`src/rtl/controle_pkg.sv`:
```
// Shared definitions for the run/step execution controller: state codes and counter width.
package controle_pkg;

    typedef enum logic [1:0] {
        PARADO     = 2'd0,
        EXECUTANDO = 2'd1,
        PASSO      = 2'd2,
        FIM        = 2'd3
    } estado_t;

    localparam int CICLOS_WIDTH = 32;

endpackage

```
`src/rtl/controle_execucao_if.sv`:
```
// Board inputs and divider-side signals of the execution controller, bundled as one interface.
interface controle_execucao_if;
    import controle_pkg::*;

    logic                    sw_run;
    logic                    btn_step;
    logic                    halt_cpu;
    logic                    new_clock;
    logic                    halt;
    logic                    congela;
    logic [1:0]              estado;
    logic [CICLOS_WIDTH-1:0] ciclos;

    modport master (
        input  sw_run, btn_step, halt_cpu, new_clock,
        output halt, congela, estado, ciclos
    );

    modport slave (
        output sw_run, btn_step, halt_cpu, new_clock,
        input  halt, congela, estado, ciclos
    );

endinterface

```
`src/rtl/debounce_entrada.sv`:
```
// Two-flop synchronizer followed by a stability counter; the level follows the input only
// after DEBOUNCE_CYCLES consecutive cycles of the new synchronized value.
module debounce_entrada #(
    parameter int   DEBOUNCE_CYCLES = 500000,
    parameter logic RESET_VALUE     = 1'b0
) (
    input  logic clock_fpga,
    input  logic reset_n,
    input  logic entrada,
    output logic nivel
);

    localparam int             CW       = $clog2(DEBOUNCE_CYCLES + 1);
    localparam logic [CW-1:0]  CNT_LAST = CW'(DEBOUNCE_CYCLES - 1);

    logic          sync1_reg;
    logic          sync2_reg;
    logic          nivel_reg;
    logic [CW-1:0] cnt_reg;

    always_ff @(posedge clock_fpga) begin
        if (!reset_n) begin
            sync1_reg <= RESET_VALUE;
            sync2_reg <= RESET_VALUE;
            nivel_reg <= RESET_VALUE;
            cnt_reg   <= '0;
        end else begin
            sync1_reg <= entrada;
            sync2_reg <= sync1_reg;
            // Any sample matching the current level restarts the stability run.
            if (sync2_reg == nivel_reg) begin
                cnt_reg <= '0;
            end else if (cnt_reg == CNT_LAST) begin
                nivel_reg <= sync2_reg;
                cnt_reg   <= '0;
            end else begin
                cnt_reg <= cnt_reg + 1'b1;
            end
        end
    end

    assign nivel = nivel_reg;

endmodule

```
`src/rtl/controle_execucao.sv`:
```
// Run/step controller driving the frequency divider's halt/congela inputs.
// Optional cycle counter on ciclos is enabled by defining CONTADOR_CICLOS_EN.
module controle_execucao
    import controle_pkg::*;
#(
    parameter int DEBOUNCE_CYCLES = 500000
) (
    input  logic               clock_fpga,
    input  logic               reset_n,
    controle_execucao_if.master bus
);

    // Bit 0 = run switch (rests at 0), bit 1 = step button (active-low, rests at 1).
    localparam logic [1:0] NIVEL_REPOUSO = 2'b10;

    logic [1:0] raw_in;
    logic [1:0] nivel;
    logic       run_nivel;
    logic       btn_nivel;
    logic       step_req;

    estado_t    estado_reg;
    logic       halt_reg;
    logic       congela_reg;
    logic       btn_prev_reg;

    assign raw_in = {bus.btn_step, bus.sw_run};

    genvar gi;
    generate
        for (gi = 0; gi < 2; gi++) begin : g_debounce
            debounce_entrada #(
                .DEBOUNCE_CYCLES (DEBOUNCE_CYCLES),
                .RESET_VALUE     (NIVEL_REPOUSO[gi])
            ) u_debounce (
                .clock_fpga (clock_fpga),
                .reset_n    (reset_n),
                .entrada    (raw_in[gi]),
                .nivel      (nivel[gi])
            );
        end
    endgenerate

    assign run_nivel = nivel[0];
    assign btn_nivel = nivel[1];
    assign step_req  = btn_prev_reg & ~btn_nivel;

    always_ff @(posedge clock_fpga) begin
        if (!reset_n) begin
            estado_reg   <= PARADO;
            halt_reg     <= 1'b1;
            congela_reg  <= 1'b0;
            btn_prev_reg <= 1'b1;
        end else begin
            btn_prev_reg <= btn_nivel;
            congela_reg  <= 1'b0;
            if (bus.halt_cpu) begin
                estado_reg <= FIM;
                halt_reg   <= 1'b1;
            end else begin
                case (estado_reg)
                    PARADO: begin
                        if (run_nivel) begin
                            estado_reg <= EXECUTANDO;
                            halt_reg   <= 1'b0;
                        end else if (step_req) begin
                            estado_reg  <= PASSO;
                            halt_reg    <= 1'b0;
                            congela_reg <= 1'b1;
                        end else begin
                            halt_reg <= 1'b1;
                        end
                    end
                    EXECUTANDO: begin
                        if (!run_nivel) begin
                            estado_reg <= PARADO;
                            halt_reg   <= 1'b1;
                        end else begin
                            halt_reg <= 1'b0;
                        end
                    end
                    PASSO: begin
                        // The entry cycle is the divider clear, so its pulse cannot end the step.
                        if (bus.new_clock && !congela_reg) begin
                            estado_reg <= PARADO;
                            halt_reg   <= 1'b1;
                        end else begin
                            halt_reg <= 1'b0;
                        end
                    end
                    default: begin
                        estado_reg <= FIM;
                        halt_reg   <= 1'b1;
                    end
                endcase
            end
        end
    end

    assign bus.halt    = halt_reg;
    assign bus.congela = congela_reg;
    assign bus.estado  = estado_reg;

`ifdef CONTADOR_CICLOS_EN
    logic [CICLOS_WIDTH-1:0] ciclos_reg;

    // Pulses arriving during the divider clear are not delivered to the processor.
    always_ff @(posedge clock_fpga) begin
        if (!reset_n) begin
            ciclos_reg <= '0;
        end else if (bus.new_clock && !halt_reg && !congela_reg) begin
            ciclos_reg <= ciclos_reg + 1'b1;
        end
    end

    assign bus.ciclos = ciclos_reg;
`else
    assign bus.ciclos = '0;
`endif

endmodule
```
`src/flat_wrapper.sv`:
```
// flat-port wrapper written by rule: the top's interface ports become plain ports
module controle_execucao_flat import controle_pkg::*;
#(
    parameter int DEBOUNCE_CYCLES = 500000
)
  (clock_fpga, reset_n, bus_sw_run, bus_btn_step, bus_halt_cpu, bus_new_clock, bus_halt, bus_congela, bus_estado, bus_ciclos);
  controle_execucao_if bus_i ();
  input  logic clock_fpga;
  input  logic reset_n;
  input wire logic [$bits(bus_i.sw_run)-1:0] bus_sw_run;
  input wire logic [$bits(bus_i.btn_step)-1:0] bus_btn_step;
  input wire logic [$bits(bus_i.halt_cpu)-1:0] bus_halt_cpu;
  input wire logic [$bits(bus_i.new_clock)-1:0] bus_new_clock;
  output wire logic [$bits(bus_i.halt)-1:0] bus_halt;
  output wire logic [$bits(bus_i.congela)-1:0] bus_congela;
  output wire logic [$bits(bus_i.estado)-1:0] bus_estado;
  output wire logic [$bits(bus_i.ciclos)-1:0] bus_ciclos;
  assign bus_i.sw_run = bus_sw_run;
  assign bus_i.btn_step = bus_btn_step;
  assign bus_i.halt_cpu = bus_halt_cpu;
  assign bus_i.new_clock = bus_new_clock;
  assign bus_halt = bus_i.halt;
  assign bus_congela = bus_i.congela;
  assign bus_estado = bus_i.estado;
  assign bus_ciclos = bus_i.ciclos;
  controle_execucao #(.DEBOUNCE_CYCLES(DEBOUNCE_CYCLES)) u_core (.clock_fpga(clock_fpga), .reset_n(reset_n), .bus(bus_i));
endmodule
```
`config.mk`:
```
export PLATFORM = sky130hd
export DESIGN_NAME = controle_execucao_flat
export DESIGN_NICKNAME = d
export VERILOG_FILES = /design/src/rtl/controle_pkg.sv /design/src/rtl/controle_execucao_if.sv /design/src/rtl/debounce_entrada.sv /design/src/rtl/controle_execucao.sv /design/src/flat_wrapper.sv
export SDC_FILE = /design/constraint.sdc
export NUM_CORES = 1
export LEC_CHECK = 0
export ABC_AREA = 1
export ABC_CLOCK_PERIOD_IN_PS = 3500
export CORE_ASPECT_RATIO = 1.1
export CORE_UTILIZATION = 45
export DETAILED_ROUTE_END_ITERATION = 10
export GPL_ROUTABILITY_DRIVEN = 0
export GPL_TIMING_DRIVEN = 0
export HOLD_SLACK_MARGIN = 0.05
export PLACE_DENSITY = 0.78
export SETUP_SLACK_MARGIN = 0.2
export SYNTH_ARGS = -nofsm -noshare
export SYNTH_HDL_FRONTEND = slang
export SYNTH_SLANG_ARGS = --single-unit
```
`constraint.sdc`:
```
create_clock -name clock_fpga -period 3.5 [get_ports clock_fpga]
set_clock_uncertainty 0.05 [all_clocks]
set_input_delay 0.7 -clock clock_fpga [delete_from_list [all_inputs] [get_ports clock_fpga]]
set_output_delay 0.7 -clock clock_fpga [all_outputs]
set_load 0.01 [all_outputs]
```
==> impl_metrics.json, run 1 <==
{
  "holdPathStages": 1,
  "largest_reg_flops": 38,
  "power.leakage_nw": 1.242,
  "drtIter0Drc": 162,
  "vias_per_cell": 4.477,
  "yosysMostFrequentCell": "nand2_1",
  "yosysTopAreaCell": "dfxtp_1",
  "arrival_ps": 1290,
  "clk_pin_slew_ps": 90,
  "max_cap_violations": 0,
  "r2r_end": "u_core.g_debounce[0].u_debounce.cnt_reg[18]",
  "hold_path.class": "flop to flop",
  "grt_pass1_vias": 2147,
  "async_flop_share": 0,
  "status": "complete, no violations",
  "path_buf_inv": 1,
  "cpMaxStageDelayCell": "clkdlybuf4s50_1",
  "wl_mm": 4.989,
  "syn_inst": 402,
  "diodes": 0,
  "drive_above_1_share": 0.1225,
  "die_area_mm2": 0.006380,
  "timing.rr.start": "u_core.g_debounce[0].u_debounce.cnt_reg[0]",
  "slew_violations": 0,
  "cts.sinks": 49,
  "cts_buffer_depth": 2,
  "ctsResizeCount": 0,
  "ant_nets": 0,
  "postCtsSetupBuffers": 0,
  "period_minus_slack_ps": 2035,
  "crit_path_max_fanout": 5,
  "io_pins": 42,
  "syn_area_per_cell_um2": 6.788,
  "seq_area_frac_synth": 0.3595,
  "cts_tree": "done",
  "root_buffer": "clkbuf_8",
  "grt_max_degree": 16,
  "ys_ff_latch": 49,
  "min_delay_worst_endpoint": "u_core.g_debounce[1].u_debounce.sync2_reg",
  "fmax_mhz": 491.4,
  "place_hpwl_mm": 3.926,
  "ff2ff_setup_slack_ps": 1760,
  "cts_buffers": 5,
  "die_h_um": 83.68,
  "p_per_area_mw_per_mm2": 325.9,
  "vdd_ir_drop_max_mv": 0.2081,
  "yosysTopAreaCellShare": 0.3595,
  "synth_edf_count": 0,
  "dr_total_vias": 2355,
  "tns_ps": 0,
  "gr-total-overflow": 0,
  "firstDrtPassIters": 4,
  "hold_viol_final": 0,
  "synth_cell_types": 28,
  "critPathLaunchType": "flop",
  "core_area_mm2": 0.005806,
  "power.total_mw": 1.013,
  "multiInputGateArea_mm2": 0.001420,
  "rsz0062_at_grt": "false",
  "final_nets": 460,
  "crit_type": "flop to output pin",
  "max_stage_delay_ps": 570,
  "yosysWarnings": 0,
  "area.growth.synth_to_final_pct": 13.94,
  "grt_pass1_wl_mm": 8.894,
  "worstSetupEndpointType": "output pin",
  "start_util": 0.4700,
  "r2r_cells": 7,
  "port_buffers": 8,
  "n_fill_cell": 578,
  "ys_top_cells_by_area": "dfxtp_1, nand2_1, nor2_1",
  "min_from": "u_core.g_debounce[1].u_debounce.sync1_reg",
  "crit_required_ps": 2750,
  "cp_top_family": "buffers and inverters",
  "synth_common_cells": "nand2_1, nor2_1, dfxtp_1",
  "period_share": 0.5815,
  "drc": 0,
  "hold_buffers": 0,
  "syn-cell-area_mm2": 0.002729,
  "seq_area_um2": 980.9,
  "track_usage": 0.1705,
  "htreeDepth": 2,
  "die_w_um": 76.25,
  "synth-main-ff-cell": "dfxtp_1",
  "antenna_found_initial": 0,
  "clock_latency_ps": 300,
  "post_drt_wl_per_cell_um": 9.485,
  "finalSetupViolCount": 0,
  "path_cells": "clkdlybuf4s50_1",
  "rows": 29
}
## per-layer routing
metal  global-route usage  vias up  routed length (um)
met2               0.3088       31                2478
met5                    0        -                   0
met3              0.03825        5                 159
met4              0.05594        0                  44
met1               0.1963     1040                2307
li1                     -     1279                   -
## area by class of cell
cell class	instances	area share
multi-input combinational	303	0.4567
sequential	49	0.3155
buffer	35	0.08692
inverter	46	0.05594
tap	77	0.03099
timing repair buffer	8	0.02575
clock buffer	6	0.02334
clock inverter	2	0.004829
## per-stage QoR
step	instances	util	area, um2	hold slack, ps	setup WS (ps)
finish	526	0.5356	3109	373.8	1465
global route	526	0.5356	3109	409.7	1394
CTS	526	0.5356	3109	375.4	1447
detailed placement	518	0.5205	3022	359.0	1599
global placement	518	0.5205	3022	346.6	1625
floorplan	433	-	2845	340.5	1926
## worst max path at each step
stage	end	start	cells after the start	slack (ps)
2_1_floorplan	u_core.g_debounce[1].u_debounce.cnt_reg[18]	reset_n	7	1930
3_3_place_gp	u_core.bus.estado[1]	bus_new_clock	7	1620
3_5_place_dp	u_core.bus.estado[0]	bus_new_clock	7	1600
4_1_cts	bus_estado[0]	u_core.bus.estado[0]	1	1450
5_1_grt	bus_estado[0]	u_core.bus.estado[0]	1	1390
6_report	bus_estado[0]	u_core.bus.estado[0]	1	1460
## cell usage in the layout (no fill, tap or decap), drive strengths merged, types with 2 or more instances in the layout
master and instances:
nand2 98, nor2 77, dfxtp 49, inv 45
buf 35, conb 32, nand3 27, a21oi 15
o21ai 9, xor2 8, clkdlybuf4s50 8, nand4 7
nor3 6, ha 6, or2 6, clkbuf 6
xnor2 4, o21bai 4, clkinvlp 2
## kinds of logic (layout without fill, tap and decap cells)
| logic type | after synthesis | count (layout) | synth area share |
|---|---|---|---|
| fa+ha+maj | 6 | 6 | 0.02751 |
| compound gates | 31 | 31 | 0.06694 |
| other cells | 1 | 32 | 0.001374 |
| buf+inv | 81 | 97 | 0.1628 |
| flops | 49 | 49 | 0.3595 |
| simple gates | 222 | 222 | 0.3434 |
| xor+xnor | 12 | 12 | 0.03851 |
## power breakdown
part | total, mW | switching, mW | internal, mW
Sequential | 0.573 | 0.00761 | 0.565
Clock | 0.334 | 0.192 | 0.141
Combinational | 0.107 | 0.0538 | 0.0531
Total | 1.01 | 0.254 | 0.759
## worst register-to-register path, delay by kind of cell, from the launching register on
family,cells,cell delay [ps]
AND/OR/NAND/NOR,5,700
flip-flops,1,460
adder cells (fa/ha/maj),1,240
buffers and inverters,1,180
(Power assumes the default switching activity.)
==> run 2: changes to the inputs <==
--- a/config.mk
+++ b/config.mk
@@ -6,7 +6,7 @@
 export NUM_CORES = 1
 export LEC_CHECK = 0
 export ABC_AREA = 1
-export ABC_CLOCK_PERIOD_IN_PS = 3500
+export ABC_CLOCK_PERIOD_IN_PS = 1900
 export CORE_ASPECT_RATIO = 1.1
 export CORE_UTILIZATION = 45
 export DETAILED_ROUTE_END_ITERATION = 10
==> constraint.sdc (replaced) <==
create_clock -name clock_fpga -period 1.9 [get_ports clock_fpga]
set_clock_uncertainty 0.05 [all_clocks]
set_input_delay 0.38 -clock clock_fpga [delete_from_list [all_inputs] [get_ports clock_fpga]]
set_output_delay 0.38 -clock clock_fpga [all_outputs]
set_load 0.01 [all_outputs]
==> run 2 against run 1 <==
Compared with the run above:
- critical path depth increased by 6
- sequential power increased by 85%
- utilization increased by 1.3 points
- non-clock buffer count increased by 6
- via count increased by 2.3%
- cell count increased by 1.1%
- setup slack got worse by 1200 ps
- largest cell class unchanged
- die area unchanged
- cell area increased by 2.4%
- routed wire length increased by 2.2%
- count of clock-buffer cells in the layout unchanged
- first-iteration DRC count decreased by 1.9%
- critical endpoint is now u_core.g_debounce[0].u_debounce.cnt_reg[18]
==> impl_metrics.json, run 2 (same netlist as run 1, synthesis figures left out) <==
{
  "utilization": 0.5485,
  "cts.sinks": 49,
  "path_buf_inv": 1,
  "drtIter0Drc": 159,
  "routed-wl-met2_mm": 2.576,
  "period_share": 0.8693,
  "vias_per_cell": 4.530,
  "root_buffer": "clkbuf_8",
  "critPathLaunchType": "flop",
  "power.leakage_nw": 1.280,
  "cellInternalPower_mw": 1.400,
  "crit_required_ps": 2060,
  "dr_wl_met3_um": 191,
  "final_nets": 466,
  "fin_ws_ps": 248.4,
  "antenna_found_initial": 0,
  "max_cap_violations": 0,
  "die_area_mm2": 0.006380,
  "cts_tree": "done",
  "cts_buffer_depth": 2,
  "ff2ff_setup_slack_ps": 250,
  "grt_pass1_wl_mm": 9.018,
  "hold_buffers": 0,
  "diodes": 0,
  "wl_mm": 5.101,
  "fmax_mhz": 605.5,
  "clk_pin_slew_ps": 90,
  "ant_nets": 0,
  "die_h_um": 83.68,
  "rows": 29,
  "power_frac_comb": 0.107,
  "wl_met1_mm": 2.237,
  "drc": 0,
  "dr_total_vias": 2410,
  "period_minus_slack_ps": 1652,
  "core_area_mm2": 0.005806,
  "switchingPower_mw": 0.4696,
  "path_cells": "ha_1 -> nand3_2 -> nor2_1 -> nand3_2 -> nand2_4 -> buf_6 -> nor2_1",
  "highest_layer": "met4",
  "p_per_area_mw_per_mm2": 587.2,
  "grt_pass1_vias": 2172,
  "largest_reg_flops": 38,
  "firstDrtPassIters": 4,
  "cts_buffers": 5,
  "post-place-ws_ps": 158.6,
  "gr-total-overflow": 0,
  "final_common_cell": "nand2_1",
  "vdd_ir_drop_max_mv": 0.3835,
  "place_hpwl_mm": 3.926,
  "power.total_mw": 1.870,
  "drive_above_1_share": 0.1516,
  "worstSetupEndpointType": "flop",
  "arrival_ps": 1810,
  "tns_ps": 0,
  "max_stage_delay_ps": 400,
  "io_pins": 42,
  "crit_path_max_fanout": 10,
  "die_w_um": 76.25,
  "track_usage": 0.1726,
  "mostFrequentLayoutCells": "nand2_1, nor2_1, dfxtp_1",
  "slew_violations": 0,
  "rsz0062_at_grt": "true",
  "hold_viol_final": 0,
  "area.growth.synth_to_final_pct": 16.69,
  "crit_type": "flop to flop",
  "finalSetupViolCount": 0,
  "start_util": 0.4700,
  "post_drt_wl_per_cell_um": 9.588,
  "clock_latency_ps": 300,
  "p_clk_frac": 0.329,
  "port_buffers": 8,
  "netSwitchingFraction": 0.2512,
  "hold_path.class": "input port to flop",
  "cp_top_family": "simple AND/OR/NAND/NOR gates",
  "grt_max_degree": 16,
  "power_frac_seq": 0.565,
  "status": "complete, no violations",
  "cpMaxStageDelayCell": "dfxtp_2",
  "htreeDepth": 2
}
[run 2: final timing paths]
check / from / end / cells after the start
setup / recovery: u_core.g_debounce[0].u_debounce.cnt_reg[0] / u_core.g_debounce[0].u_debounce.cnt_reg[18] / 7
hold / removal: reset_n / u_core.btn_prev_reg / 2
setup reg to reg: u_core.g_debounce[0].u_debounce.cnt_reg[0] / u_core.g_debounce[0].u_debounce.cnt_reg[18] / 7
hold reg to reg: u_core.g_debounce[1].u_debounce.sync1_reg / u_core.g_debounce[1].u_debounce.sync2_reg / 1
[run 2: area by class of cell]
type                            instances  area (um2)
Tap cell                               77       96.34
Timing Repair Buffer                   14       126.4
Sequential cell                        49       984.7
Multi-Input combinational cell        303        1445
Inverter                               46       173.9
Fill cell                             571        2621
Clock buffer                            6       72.57
Clock inverter                          2       15.01
Buffer                                 35       270.3
[run 2: power groups by stage]
stage	combinational, mW	sequential (mW)	clock (mW)
4_1_cts	0.196	1.06	0.636
3_3_place_gp	0.189	1.08	0
2_1_floorplan	0.145	1.08	0
5_1_grt	0.226	1.06	0.678
6_report	0.199	1.06	0.615
3_5_place_dp	0.195	1.08	0
[run 2: what timing repair did]
action	CTS	global route
endpoints found under the hold margin	0	0
pin swaps	1	2
setup buffers	4	2
endpoints found under the setup margin	22	30
gates resized for setup	4	8
[run 2: per-layer routing]
metal	GRT usage	vias up
met3	0.03934	11
met4	0.05944	0
met1	0.1984	1064
met2	0.3112	42
met5	0	-
li1	-	1293
[run 2: through the flow]
| stage | hold slack, ps | area [um2] | std cells |
|---|---|---|---|
| global placement | 346.6 | 3022 | 518 |
| global route | 268.2 | 3184 | 532 |
| floorplan | 340.5 | 2845 | 433 |
| finish | 260.0 | 3184 | 532 |
| CTS | 258.0 | 3146 | 530 |
| detailed placement | 359.0 | 3022 | 518 |
==> run 3: changes to the inputs <==
--- a/config.mk
+++ b/config.mk
@@ -8,12 +8,11 @@
 export ABC_AREA = 1
 export ABC_CLOCK_PERIOD_IN_PS = 1900
 export CORE_ASPECT_RATIO = 1.1
-export CORE_UTILIZATION = 45
+export CORE_UTILIZATION = 39
 export DETAILED_ROUTE_END_ITERATION = 10
-export GPL_ROUTABILITY_DRIVEN = 0
 export GPL_TIMING_DRIVEN = 0
 export HOLD_SLACK_MARGIN = 0.05
-export PLACE_DENSITY = 0.78
+export PLACE_DENSITY = 0.7
 export SETUP_SLACK_MARGIN = 0.2
 export SYNTH_ARGS = -nofsm -noshare
 export SYNTH_HDL_FRONTEND = slang
==> run 3 against run 2 <==
Compared with the run above:
- setup slack is essentially flat
- cell count increased by 0.75%
- hold slack better by 3.7 ps
- largest cell class unchanged
- via count decreased by 0.66%
- clock power rose by 43%
- cell area increased by 1.4%
- routed wire length increased by 0.61%
- fmax about the same
- highest routed layer unchanged
- non-clock buffer count fell by 1
==> impl_metrics.json, run 3 (same netlist as run 1, synthesis figures left out) <==
{
  "tns_ps": 0,
  "vias_per_cell": 4.466,
  "die_w_um": 81.76,
  "crit_top_cell": "nand3_2",
  "antenna_found_initial": 0,
  "ant_nets": 0,
  "io_pins": 42,
  "holdPathStages": 2,
  "die_h_um": 89.73,
  "diodes": 0,
  "rows": 31,
  "period_minus_slack_ps": 1652,
  "switchingPower_mw": 0.4718,
  "min_delay_worst_endpoint": "u_core.btn_prev_reg",
  "post_drt_wl_per_cell_um": 9.575,
  "timing.rr.start": "u_core.g_debounce[0].u_debounce.cnt_reg[0]",
  "netSwitchingFraction": 0.2207,
  "cellInternalPower_mw": 1.666,
  "p_per_area_mw_per_mm2": 662.2,
  "dr_total_vias": 2394,
  "crit_required_ps": 2040,
  "area.growth.synth_to_final_pct": 18.29,
  "cts_buffers": 5,
  "crit_type": "flop to flop",
  "gp_congestion": 0.8866,
  "min_from": "reset_n",
  "r2r_end": "u_core.g_debounce[0].u_debounce.cnt_reg[15]",
  "port_buffers": 8,
  "critPathLaunchType": "flop",
  "gr-total-overflow": 0,
  "firstDrtPassIters": 4,
  "p_clk_frac": 0.412,
  "final_nets": 465,
  "status": "complete, no violations",
  "track_usage": 0.1510,
  "power.leakage_nw": 1.305,
  "cts.sinks": 49,
  "drtIter0Drc": 103,
  "place_hpwl_mm": 3.864,
  "wl_mm": 5.132,
  "r2r_cells": 7,
  "grt_pass1_wl_mm": 8.887,
  "drive_above_1_share": 0.1498,
  "hold_path.class": "input port to flop",
  "core_area_mm2": 0.006671,
  "max_cap_violations": 0,
  "cpMaxStageDelayCell": "dfxtp_2",
  "htreeDepth": 2,
  "arrival_ps": 1790,
  "largest_reg_flops": 38,
  "cts_buffer_depth": 2,
  "mostFrequentLayoutCells": "nand2_1, nor2_1, dfxtp_1",
  "root_buffer": "clkbuf_8",
  "slew_violations": 0,
  "period_share": 0.8693,
  "max_stage_delay_ps": 400,
  "cts_tree": "done",
  "start_util": 0.4090,
  "rsz0062_at_grt": "true",
  "power_frac_seq": 0.494,
  "vdd_ir_drop_max_mv": 0.4285,
  "finalSetupViolCount": 0,
  "crit_path_max_fanout": 7,
  "ff2ff_setup_slack_ps": 250,
  "die_area_mm2": 0.007336,
  "fmax_mhz": 605.5,
  "grt_max_degree": 16,
  "path_cells": "ha_1 -> nand3_2 -> nor2_2 -> nand3_2 -> nand2_4 -> buf_4 -> a21oi_1",
  "clk_pin_slew_ps": 90,
  "final_common_cell": "nand2_1",
  "power_frac_comb": 0.094,
  "hold_viol_final": 0,
  "drc": 0,
  "power.total_mw": 2.138,
  "clock_latency_ps": 300,
  "worstSetupEndpointType": "flop",
  "grt_pass1_vias": 2151
}
-- run 3: worst max-delay path: cells and delay by family (launching register included) --
family                   cells  cell delay, ps
AND/OR/NAND/NOR              4             670
flip-flops                   1             400
adder cells (fa/ha/maj)      1             220
buffers and inverters        1             150
AO/OA/AOI/OAI                1              50
-- run 3: worst max path at each step --
| stage | cells past startpoint | slack, ps | start | to |
|---|---|---|---|---|
| 2_1_floorplan | 7 | 410 | u_core.g_debounce[0].u_debounce.cnt_reg[0] | u_core.g_debounce[0].u_debounce.cnt_reg[0] |
| 3_3_place_gp | 7 | 120 | u_core.g_debounce[0].u_debounce.cnt_reg[0] | u_core.g_debounce[0].u_debounce.cnt_reg[18] |
| 3_5_place_dp | 7 | 110 | u_core.g_debounce[0].u_debounce.cnt_reg[0] | u_core.g_debounce[0].u_debounce.cnt_reg[18] |
| 4_1_cts | 7 | 220 | u_core.g_debounce[0].u_debounce.cnt_reg[0] | u_core.g_debounce[0].u_debounce.cnt_reg[18] |
| 5_1_grt | 7 | 160 | u_core.g_debounce[0].u_debounce.cnt_reg[0] | u_core.g_debounce[0].u_debounce.cnt_reg[15] |
| 6_report | 7 | 250 | u_core.g_debounce[0].u_debounce.cnt_reg[0] | u_core.g_debounce[0].u_debounce.cnt_reg[15] |
-- run 3: layout make-up --
cell class                      instances  area (um2)
Tap cell                               82       102.6
Fill cell                             669        3443
Clock inverter                          3       65.06
Inverter                               46       173.9
Multi-Input combinational cell        303        1443
Sequential cell                        49       984.7
Clock buffer                            5       68.82
Buffer                                 35       270.3
Timing Repair Buffer                   13       120.1
-- run 3: routing by layer --
| metal | part of all wire | global-route usage | vias up |
|---|---|---|---|
| met2 | 0.50 | 0.2672 | 55 |
| met5 | 0 | 0 | - |
| met1 | 0.44 | 0.1749 | 1043 |
| met3 | 0.055 | 0.03249 | 9 |
| met4 | 0.014 | 0.04825 | 0 |
| li1 | - | - | 1287 |
-- run 3: repair_timing --
item                                    in CTS  in global routing
buffers inserted                             2                  3
hold buffers                                 0                  0
endpoints found under the hold margin        0                  0
resized for setup                            4                  6
gates cloned                                 0                  0
endpoints found under the setup margin      14                 22
pin swaps                                    1                  2
-- run 3: stage by stage --
step	instances	area, um2	hold slack [ps]	utilization	worst slack [ps]
2_1_floorplan	433	2845	340.5	-	410.1
5_1_grt	536	3228	279.5	0.4839	162.9
3_5_place_dp	523	3028	362.6	0.4539	106.6
4_1_cts	533	3186	260.7	0.4775	215.7
3_3_place_gp	523	3028	344.3	0.4539	125.0
6_report	536	3228	263.7	0.4839	248.3
-- run 3: power by group through the flow --
stage / Clock (mW) / Sequential, mW / Combinational, mW
final: 0.880 / 1.06 / 0.200
after global routing: 0.936 / 1.06 / 0.228
after CTS: 0.903 / 1.06 / 0.197
after detailed placement: 0 / 1.08 / 0.194
after global placement: 0 / 1.08 / 0.190
after floorplan: 0 / 1.08 / 0.145
==> edit 1 (config.mk and constraints of run 2) <==
Change the package constant `CICLOS_WIDTH` from 32 to 48.
--- a/src/rtl/controle_pkg.sv
+++ b/src/rtl/controle_pkg.sv
@@ -8,7 +8,7 @@
         FIM        = 2'd3
     } estado_t;
 
-    localparam int CICLOS_WIDTH = 32;
+    localparam int CICLOS_WIDTH = 48;
 
 endpackage
 
Interface: changed (resized bus_ciclos); port bits go from 42 to 58. No check against the original RTL was run, so the function may have changed too.
==> edit 1 against run 2 <==
  * Sequential cell count unchanged
  * Total power increased by 3.1%
  * Highest routed layer unchanged
  * Worst hold slack improved by 8.4 ps
  * Fmax increased by 1.3%
  * Count of clock-buffer cells in the layout unchanged
  * Wire length increased by 7.4%
  * Die area increased by 4.3%
  * Critical path type is now reg -> out
  * Register-to-register slack improved by 40 ps
  * Final cell count increased by 6.4%
  * Cell area increased by 5.4%
  * Worst setup slack improved by 21 ps
  * Critical path depth decreased by 6
  * Area after synthesis increased by 4.4%
==> edit 1: results (changes against run 2) <==
* Slowest stage delay, CP at 530 ps (+130 ps)
* Wire length on met3 at 226 µm (+18%)
* Crit path to: bus_estado[1]
* Synth Instances at 418 (+4.0%)
* DR iter-0 viols at 125 (-21%)
* Final Cycle Share at 85.8% (-1.1 points)
* Critical path launch point: u_core.bus.estado[1]
* Inst Count DP at 553 (+6.8%)
* Status: completed
* GR Util met1 at 18.0% (-1.9 points)
* Family with the most delay on the worst path: buffers and inverters
* Final cell count without fillers at 566 (+6.4%)
* Gr usage total at 17.0% (-0.21 points)
* First-pass GRT wire length at 9130 µm (+1.2%)
* Met2 usage at 32.3% (+1.1 points)
* Layout cell share with drive strength beyond 1 at 17.3% (+2.1 points)
* Post-DP HPWL at 4160 µm (+6.0%)
* Vias in the first global route at 2295 (+5.7%)
* Synth top area cells: dfxtp_1 (34%), buf_4 (13%), nand2_1 (13%)
* Via count at 2502 (+3.8%)
* Worst-case vdd ir drop at 0.418 mV (+8.9%)
* Met1 Routed Length at 2300 µm (+2.9%)
* Critical path's slowest cell: clkdlybuf4s50_1
* Fill count at 604 (+5.8%)
* Total routed wirelength at 5480 µm (+7.4%)
[edit 1: cell count changes after synthesis, sizes merged]
cell,before,now
buf,35,51
[edit 1: power by group]
part	switching, mW	internal (mW)
registers	0.0138	1.04
logic	0.121	0.122
clock network	0.367	0.260
total	0.503	1.42
[edit 1: final cells by class]
type	instances	area (µm²)	share of cell area [%]
Sequential cell	49	986	29.4
Inverter	46	174	5.18
Timing Repair Buffer	13	120	3.58
Tap cell	80	100	2.98
Clock buffer	6	72.6	2.16
Clock inverter	2	15.0	0.447
Multi-Input combinational cell	319	1500	44.6
Buffer	51	390	11.6
[edit 1: repair_timing]
item	4_1_cts	5_1_grt
gates resized for setup	4	7
endpoints found under the setup margin	22	31
hold endpoints to repair	0	0
buffers inserted	3	2
pin swaps	1	1
[edit 1: kinds of logic (layout without fill, tap and decap cells)]
family	after synthesis	in the layout	synth area share (%)
other	1	48	0.132
flip-flops	49	49	34.4
AO/OA/AOI/OAI	31	31	6.41
buffers and inverters	97	118	19.8
adder cells (fa/ha/maj)	6	6	2.63
AND/OR/NAND/NOR	222	222	32.9
XOR/XNOR	12	12	3.69
[edit 1: how the worst min path moves through the flow]
stage	slack, ps	start	to
floorplan	340	u_core.g_debounce[0].u_debounce.sync1_reg	u_core.g_debounce[0].u_debounce.sync2_reg
global placement	350	u_core.g_debounce[0].u_debounce.sync1_reg	u_core.g_debounce[0].u_debounce.sync2_reg
detailed placement	360	u_core.g_debounce[0].u_debounce.sync1_reg	u_core.g_debounce[0].u_debounce.sync2_reg
CTS	250	reset_n	u_core.btn_prev_reg
global route	270	reset_n	u_core.btn_prev_reg
finish	270	reset_n	u_core.btn_prev_reg
==> edit 2 (config.mk and constraints of run 2) <==
Without the edit above. Build with the macro `CONTADOR_CICLOS_EN` defined.
--- a/src/rtl/controle_execucao.sv
+++ b/src/rtl/controle_execucao.sv
@@ -1,5 +1,7 @@
 // Run/step controller driving the frequency divider's halt/congela inputs.
 // Optional cycle counter on ciclos is enabled by defining CONTADOR_CICLOS_EN.
+`define CONTADOR_CICLOS_EN
+
 module controle_execucao
     import controle_pkg::*;
 #(
Behaviour: no difference found for any inputs over 10 cycles, from zero or initial values and one cycle with reset_n low; that may be too few to reach the edited logic, so the function may still have changed.
==> edit 2 against run 2 <==
  * Cell area increased by 60%
  * Worst setup slack got worse by 6.7 ps
  * Critical path depth decreased by 6
  * Core utilization increased by 1.7 points
  * First-iteration DRC count increased by 57%
  * Via count increased by 74%
  * Sequential cell count increased by 32
  * Area after synthesis increased by 55%
  * Critical endpoint is now bus_halt
  * Wire length increased by 100%
  * Clock power increased by 130%
  * Non-clock buffer count increased by 2
  * Die area increased by 54%
  * Total power increased by 78%
==> edit 2: results (changes against run 2) <==
* Family with the most delay on the worst path: buffers and inverters
* Status: completed
* First-pass detailed-route iteration total at 7 (+3)
* # port buffers at 41 (+33)
* Critical path's slowest cell: clkdlybuf4s50_1
* Post-Syn Area per Cell at 6.74 µm² (-0.75%)
* Slowest stage delay, CP at 540 ps (+140 ps)
* Final cell count without fillers at 803 (+51%)
* Post-route cell area at 0.00509 mm² (+60%)
* Avg Vias per Cell at 5.21 (+15%)
* Setup WS pre-CTS at -135 ps (-294 ps)
* Post-DP HPWL at 7500 µm (+91%)
* Total routed wirelength at 10200 µm (+100%)
* Gr usage total at 21.1% (+3.8 points)
* Total CTS buffers at 9 (+4)
* Register area share after synthesis at 38.3% (+2.3 points)
* H-tree depth at 3 (+1)
* Reg2Reg Setup Slack at 300 ps (+50 ps)
* Inst Count DP at 784 (+51%)
* HP Class: reg -> reg
* FMAX at 603 MHz (-0.40%)
* Lkg Pwr at 1.98 nW (+54%)
* Placement Cell Area at 0.00479 mm² (+59%)
* Hold_ws at 364 ps (+104 ps)
* Largest net degree at the start of global routing at 15 (-1)
* DR iter-0 viols at 249 (+57%)
* Synth top area cells: dfxtp_1 (38%), nand2_1 (12%), nor2_1 (9.7%)
* Layout cell share with drive strength beyond 1 at 13.5% (-1.7 points)
[edit 2: cell types whose count changed after synthesis, moves of 20 or more]
cell / change
inv_1: +39
nand2_1: +34
nor2_1: +34
dfxtp_1: +32
buf_4: -31
nand3_1: +27
a21oi_1: +20
[edit 2: where the power goes]
part / switching (mW) / internal, mW
Sequential: 0.0170 / 1.71
Clock: 0.648 / 0.781
Combinational: 0.101 / 0.0700
Total: 0.766 / 2.56
[edit 2: kinds of logic after synthesis]
family | count (synthesis) | synth area share [%]
AOI/OAI and AO/OA | 61 | 7.44
DFF | 81 | 38.3
adders and majority gates | 7 | 2.07
xor gates and xnor gates | 15 | 3.10
and+or+nand+nor | 374 | 40.5
buffers and inverters | 91 | 8.62
[edit 2: metal layers]
layer  vias up  wire [µm]  GRT usage, %  share of wire, %
met3        19        497          4.55               4.9
met2       117       4900          36.0                48
met4         0        173          7.03               1.7
met5         -          0             0                 0
met1      1922       4620          25.9                45
li1       2125          -             -                 -
[edit 2: layout make-up]
cell class / count / share of cell area (%)
multi-input combinational: 457 / 45.1
buffer: 7 / 0.983
sequential: 81 / 32.5
clock inverter: 6 / 1.79
tap: 114 / 2.80
inverter: 84 / 6.19
timing repair buffer: 44 / 7.86
clock buffer: 10 / 2.70
[edit 2: timing repair]
action / 4_1_cts / 5_1_grt
gates resized for setup: 62 / 15
setup endpoints to repair: 47 / 33
gates cloned: 0 / 1
pin swaps: 0 / 3
hold endpoints to repair: 0 / 0
buffers inserted: 0 / 2
[edit 2: final timing paths]
| kind | start | end | cells past startpoint |
|---|---|---|---|
| max | u_core.bus.halt | bus_halt | 1 |
| min | u_core.g_debounce[1].u_debounce.sync1_reg | u_core.g_debounce[1].u_debounce.sync2_reg | 1 |
| max reg2reg | u_core.g_debounce[0].u_debounce.cnt_reg[0] | u_core.g_debounce[0].u_debounce.cnt_reg[4] | 7 |
| min reg2reg | u_core.g_debounce[1].u_debounce.sync1_reg | u_core.g_debounce[1].u_debounce.sync2_reg | 1 |
